<file path="config.mk">
export PLATFORM = sky130hd
export DESIGN_NAME = imem_loader
export DESIGN_NICKNAME = d
export VERILOG_FILES = /design/src/rtl/imem_loader.sv
export SDC_FILE = /design/constraint.sdc
export NUM_CORES = 1
export LEC_CHECK = 0
export BUFFER_PORTS_ARGS = -buffer_cell sky130_fd_sc_hd__buf_2
export CAP_MARGIN = 15
export CORE_MARGIN = 8
export CORE_UTILIZATION = 45
export DETAILED_ROUTE_END_ITERATION = 10
export PLACE_DENSITY = 0.69
export SETUP_SLACK_MARGIN = 0.4
export SLEW_MARGIN = 10
export SYNTH_ARGS = -nofsm -noshare
export SYNTH_HDL_FRONTEND = slang
export SYNTH_SLANG_ARGS = --single-unit
</file>
<file path="constraint.sdc">
create_clock -name clk -period 2.85 [get_ports clk]
set_clock_uncertainty 0.05 [all_clocks]
set_input_delay 0.1425 -clock clk [delete_from_list [all_inputs] [get_ports clk]]
set_output_delay 0.1425 -clock clk [all_outputs]
set_load 0.05 [all_outputs]
</file>
<file path="src/rtl/imem_loader.sv">
// Boot loader: receives a length-prefixed byte stream and writes big-endian 32-bit
// words into instruction memory, then releases the processor from reset.
module imem_loader #(
  parameter int MAX_WORDS = 16,
  parameter int ADDR_W    = 4
) (
  input  logic              clk,
  input  logic              reset,
  input  logic              start,
  input  logic              abort,
  input  logic              byte_valid,
  input  logic [7:0]        byte_data,
  output logic              byte_ready,
  output logic              wr_en,
  output logic [ADDR_W-1:0] wr_addr,
  output logic [31:0]       wr_data,
  output logic              cpu_reset,
  output logic              done,
  output logic              error
);

  typedef enum logic [2:0] {
    S_IDLE,
    S_LEN,
    S_BYTES,
    S_WRITE,
    S_DONE,
    S_ERR
  } state_t;

  // Common width for comparing the word index against the 8-bit length byte.
  localparam int         CMP_W = (ADDR_W > 8) ? ADDR_W : 8;
  localparam logic [7:0] MAX_N = 8'(MAX_WORDS);

  state_t            state;
  state_t            state_next;
  logic [7:0]        n_words;
  logic [1:0]        byte_cnt;
  logic [ADDR_W-1:0] word_idx;
  logic [23:0]       word_buf;

  logic xfer;
  logic len_ok;
  logic last_word;

  assign xfer      = byte_valid && byte_ready;
  assign len_ok    = (byte_data != 8'd0) && (byte_data <= MAX_N);
  assign last_word = (CMP_W'(word_idx) == (CMP_W'(n_words) - CMP_W'(1)));

  // NOTE: sequential state uses non-blocking assignments so every register
  // samples the pre-edge values of the others, independent of statement order.
  always_ff @(posedge clk) begin
    if (reset) begin
      state <= S_IDLE;
    end else begin
      state <= state_next;
    end
  end

  // NOTE: default assignment first so no path through the case leaves
  // state_next unassigned, which would infer a latch.
  always_comb begin
    state_next = state;
    unique case (state)
      S_IDLE:  if (start) state_next = S_LEN;
      S_LEN:   if (xfer) state_next = len_ok ? S_BYTES : S_ERR;
      S_BYTES: if (xfer && (byte_cnt == 2'd3)) state_next = S_WRITE;
      S_WRITE: state_next = last_word ? S_DONE : S_BYTES;
      S_DONE:  if (start) state_next = S_LEN;
      S_ERR:   if (start) state_next = S_LEN;
      default: state_next = S_IDLE;
    endcase
    // Abort wins over start and over any byte offered in the same cycle.
    if (abort) state_next = S_IDLE;
  end

  always_comb begin
    byte_ready = ((state == S_LEN) || (state == S_BYTES)) && !abort;
    wr_en      = (state == S_WRITE) && !abort;
    cpu_reset  = (state != S_DONE);
    done       = (state == S_DONE);
    error      = (state == S_ERR);
  end

  // Datapath: length, counters, partial word and the held write port.
  always_ff @(posedge clk) begin
    if (reset) begin
      n_words  <= 8'd0;
      byte_cnt <= 2'd0;
      word_idx <= '0;
      word_buf <= 24'd0;
      wr_addr  <= '0;
      wr_data  <= 32'd0;
    end else if (abort) begin
      byte_cnt <= 2'd0;
      word_idx <= '0;
    end else begin
      unique case (state)
        S_LEN: begin
          if (xfer) begin
            n_words  <= byte_data;
            byte_cnt <= 2'd0;
            word_idx <= '0;
          end
        end
        S_BYTES: begin
          if (xfer) begin
            byte_cnt <= byte_cnt + 2'd1;
            unique case (byte_cnt)
              2'd0: word_buf[23:16] <= byte_data;
              2'd1: word_buf[15:8]  <= byte_data;
              2'd2: word_buf[7:0]   <= byte_data;
              default: begin
                // Present the complete word on the write port for the WRITE cycle.
                wr_data <= {word_buf, byte_data};
                wr_addr <= word_idx;
              end
            endcase
          end
        end
        S_WRITE: begin
          if (!last_word) word_idx <= word_idx + ADDR_W'(1);
        end
        default: ;
      endcase
    end
  end

  a_write_in_range : assert property (@(posedge clk) disable iff (reset)
    wr_en |-> (CMP_W'(wr_addr) < CMP_W'(n_words)));

  a_no_ready_in_write : assert property (@(posedge clk) disable iff (reset)
    wr_en |-> !byte_ready);

endmodule

</file>
==> parameters.txt <==
Parameter                              Value

Outcome
  Status ... finished clean

Power and ir drop
  P per Cell Area ... 569 mW/mm²
  Leak ... 0.00142 µW
  Maximum vdd ir drop ... 0.000199 V

Setup path
  Cell with the largest stage delay on the worst path ... sky130_fd_sc_hd__nand3b_2
  Worst r2r path cells ... 5
  Cell class contributing the biggest share of worst-path delay ... simple AND/OR/NAND/NOR gates
  Crit-path cells ... inv_2, nor3_2, nand3b_2, nand2_1, a21oi_1
  Required time at the endpoint of the critical path ... 3.02 ns
  Setup crit end kind ... register
  Worst reg-to-reg setup slack ... 0.81 ns
  Crit path launch type ... register
  Critical path peak fanout ... 36
  Data arrival time at the worst-slack endpoint ... 2.21 ns
  Largest stage delay, worst path ... 0.57 ns
  Crit Reg-Reg Endpoint ... wr_data[29]$_SDFFE_PP0P_
  Crit path buf inv count ... 1
  Origin of the critical flop-to-flop path ... state[1]$_SDFFE_PP0P_
  Worst setup path category ... reg -> reg

Clock network
  Buffers inserted by post-CTS timing repair ... 0
  Number of buffers added by the clock tree synthesis step ... 9
  Clock slew at reported path FFs ... 0.08 ns
  Clock latency reported for the late side of the worst-skew pair ... 0.36 ns
  Number of hold buffers added after cts ... 0
  Clock tree root driver cell ... sky130_fd_sc_hd__clkbuf_8
  Buffer depth of the longest clock path ... 2
  Sinks on the clock net ... 77
  Deepest level of the CTS H-tree ... 3
  CTS tree ... yes
  Count of cells resized by post-cts repair ... 0

Global routing
  Total Routing Usage GR ... 0.155
  Largest net degree at the start of global routing ... 59
  Wire length of the first global-routing pass ... 12500 µm
  Via count of the first global-routing pass ... 2661
  Number of antenna violations at the first check in global routing ... 0
  Overflow left after global routing ... 0

Place
  Port Buffer Count ... 53
  Dpl hpwl ... 5000 µm
  Routability-driven placement congestion ratio ... 0.834
  Total placed instance area ... 0.00345 mm²

STA
  Worst-Margin Slew ... 0.737 ns
  Count of endpoints failing hold in the final timing report ... 0
  Final sum of negative setup slack ... 0 ns
  Period minus WS final ... 2.04 ns
  Total setup violations reported at the end of the flow ... 0
  Worst relative slew slack ... 0.506
  Final Max Slew Viols ... 0
  Maximum frequency from static timing analysis ... 0.490 GHz
  RSZ-0062 raised after global routing ... no
  Ratio of final minimum period to clock period ... 0.716

Logic synthesis
  Basic-gate share of the synthesized area counting and, or, nand and nor cells ... 0.256
  Most frequently used flop master after synthesis ... sky130_fd_sc_hd__dfxtp_1
  Combinational family with the most area after synthesis ... simple AND/OR/NAND/NOR gates
  Net count of the mapped netlist ... 412
  Synth cell types ... 38
  Compound-gate portion of the synthesized area ... 0.133
  Count of warnings emitted by yosys ... 0
  Share of synthesized flip-flops with an asynchronous set or reset ... 0
  Adder-cell share of the synthesized area ... 0.0237
  Synth Area in XOR/XNOR ... 0.0194
  Number of enable-type register cells in the synthesized netlist ... 0
  Gate count after technology mapping ... 393
  Mapped cell area ... 0.00316 mm²
  Proportion of synthesized chip area in sequential cells ... 0.488
  Share of synthesized area spent on multiplexers ... 0.0317
  Syn avg cell area ... 8.05 µm²
  Register bit total from synthesis ... 77

Die
  Area of the core ... 0.00679 mm²
  Top-Level Pins ... 54
  Vertical extent of the die ... 99.8 µm
  Total Die Area ... 0.00996 mm²
  Die Span X ... 99.8 µm
  Initial core utilization ... 0.465
  Placement row count ... 30

Drt
  Total vias in the final route ... 2754
  Overall routed net length ... 7400 µm
  DRC viols ... 0
  Number of nets with antenna violations after detailed routing ... 0
  Via density ... 5.15
  Initial DRC Count ... 167
  Number of iterations in the first detailed-routing pass ... 4
  WL per Instance ... 13.8 µm

Layout
  Number of nets in the finished design ... 453
  Synthesis-to-finish area growth ... 16.5%
  Util after Layout ... 0.542
  Fraction of final layout cells with drive strength greater than 1 ... 0.182
  Number of antenna diodes ... 0
  Final standard cell area without fillers ... 0.00368 mm²

Flow run
  Number of max-cap violations ... 0

Min path
  Depth of the worst hold-timing path ... 3
  Worst Hold Endpoint ... state[0]$_SDFFE_PP0P_
  Hold WC Path Type ... in -> reg
  Worst Min Path Start ... start
## metrics by stage
step	power (µW)	hold slack, ns	worst slack (ns)	std cells
after floorplan	1150	0.229	1.04	393
after global placement	1180	0.389	0.847	519
after detailed placement	1180	0.393	0.831	519
after CTS	2110	0.0226	0.809	535
after global routing	2160	0.0568	0.560	535
final	2100	0.0231	0.809	535
## power by group
| part | total (µW) | internal, µW | switching, µW |
|---|---|---|---|
| Combinational | 70.4 | 19.5 | 51.0 |
| Sequential | 1080 | 1080 | 4.12 |
| Clock | 944 | 523 | 421 |
## worst reg2reg max path: stages, from the launching register on
cell and delay (ns):
sky130_fd_sc_hd__dfxtp_1 0.53, sky130_fd_sc_hd__inv_2 0.11, sky130_fd_sc_hd__nor3_2 0.26, sky130_fd_sc_hd__nand3b_2 0.57
sky130_fd_sc_hd__nand2_1 0.30, sky130_fd_sc_hd__a21oi_1 0.09
## placed cells by master (no fill, tap or decap), drive strengths merged
cell	instances
nand4b	1
or3	1
nand3	31
nor4	3
mux2i	10
clkinvlp	1
xor2	2
nor3	12
clkbuf	10
o21a	1
a32o	1
bufinv	2
o22ai	1
inv	9
nor3b	1
nand2	108
a31oi	3
ha	6
o21ai	6
a22oi	2
o32ai	1
clkinv	2
and2	1
nand3b	2
buf	56
nor2	17
a21oi	62
a211o	1
or2	1
xnor2	5
dfxtp	77
and3b	1
or4	2
## worst max path at each step
stage,startpoint,end,slack [ns],depth (start not counted)
global placement,state[1]$_SDFFE_PP0P_,wr_data[25]$_SDFFE_PP0P_,0.85,5
global route,state[1]$_SDFFE_PP0P_,wr_addr[3]$_SDFFE_PP0P_,0.56,5
detailed placement,state[1]$_SDFFE_PP0P_,wr_data[29]$_SDFFE_PP0P_,0.83,5
floorplan,n_words[0]$_SDFFE_PP0P_,word_idx[2]$_SDFFE_PP0P_,1.04,8
finish,state[1]$_SDFFE_PP0P_,wr_data[29]$_SDFFE_PP0P_,0.81,5
CTS,state[1]$_SDFFE_PP0P_,wr_data[29]$_SDFFE_PP0P_,0.81,5
## synthesized netlist by cell type (2+ instances only)
master | number | share of area
sky130_fd_sc_hd__nand2_1 | 107 | 0.13
sky130_fd_sc_hd__dfxtp_1 | 77 | 0.49
sky130_fd_sc_hd__a21oi_1 | 62 | 0.098
sky130_fd_sc_hd__nand3_1 | 31 | 0.049
sky130_fd_sc_hd__nor2_1 | 17 | 0.020
sky130_fd_sc_hd__clkbuf_1 | 13 | 0.015
sky130_fd_sc_hd__mux2i_1 | 10 | 0.032
sky130_fd_sc_hd__buf_2 | 9 | 0.014
sky130_fd_sc_hd__nor3_1 | 9 | 0.014
sky130_fd_sc_hd__inv_1 | 7 | 0.0083
sky130_fd_sc_hd__ha_1 | 6 | 0.024
sky130_fd_sc_hd__xnor2_1 | 5 | 0.014
sky130_fd_sc_hd__buf_4 | 4 | 0.0095
sky130_fd_sc_hd__o21ai_0 | 4 | 0.0063
sky130_fd_sc_hd__a31oi_1 | 3 | 0.0059
sky130_fd_sc_hd__nor4_1 | 3 | 0.0059
sky130_fd_sc_hd__a22oi_1 | 2 | 0.0047
sky130_fd_sc_hd__nor3_4 | 2 | 0.010
sky130_fd_sc_hd__or4_1 | 2 | 0.0047
sky130_fd_sc_hd__xor2_1 | 2 | 0.0055
## area by class of cell
type / instances / area [µm²]
inverters: 8 / 30.0
repair buffers: 56 / 288
clock inverters: 6 / 93.8
multi-input cells: 282 / 1470
well taps: 96 / 120
clock buffers: 10 / 138
fillers: 656 / 3110
flip-flops and latches: 77 / 1540
## per-layer routing
layer / vias up / global-route usage / part of all wire
met3: 10 / 0.0394 / 0.060
li1: 1403 / - / -
met5: - / 0 / 0
met4: 0 / 0.0803 / 0.017
met1: 1275 / 0.184 / 0.45
met2: 66 / 0.253 / 0.47
## registers in the layout (all words and copies together), names as in the netlist
signal    cells
wr_data      32
word_buf     24
n_words       8
word_idx      4
wr_addr       4
state         3
byte_cnt      2
## kinds of logic (layout without fill, tap and decap cells)
kind of cell / after synthesis / after routing
multiplexers: 10 / 10
AND/OR/NAND/NOR: 181 / 181
AO/OA/AOI/OAI: 78 / 78
buffers and inverters: 34 / 80
XOR/XNOR: 7 / 7
flip-flops: 77 / 77
adder cells (fa/ha/maj): 6 / 6
Note: power is estimated with default switching activity, not from simulation.
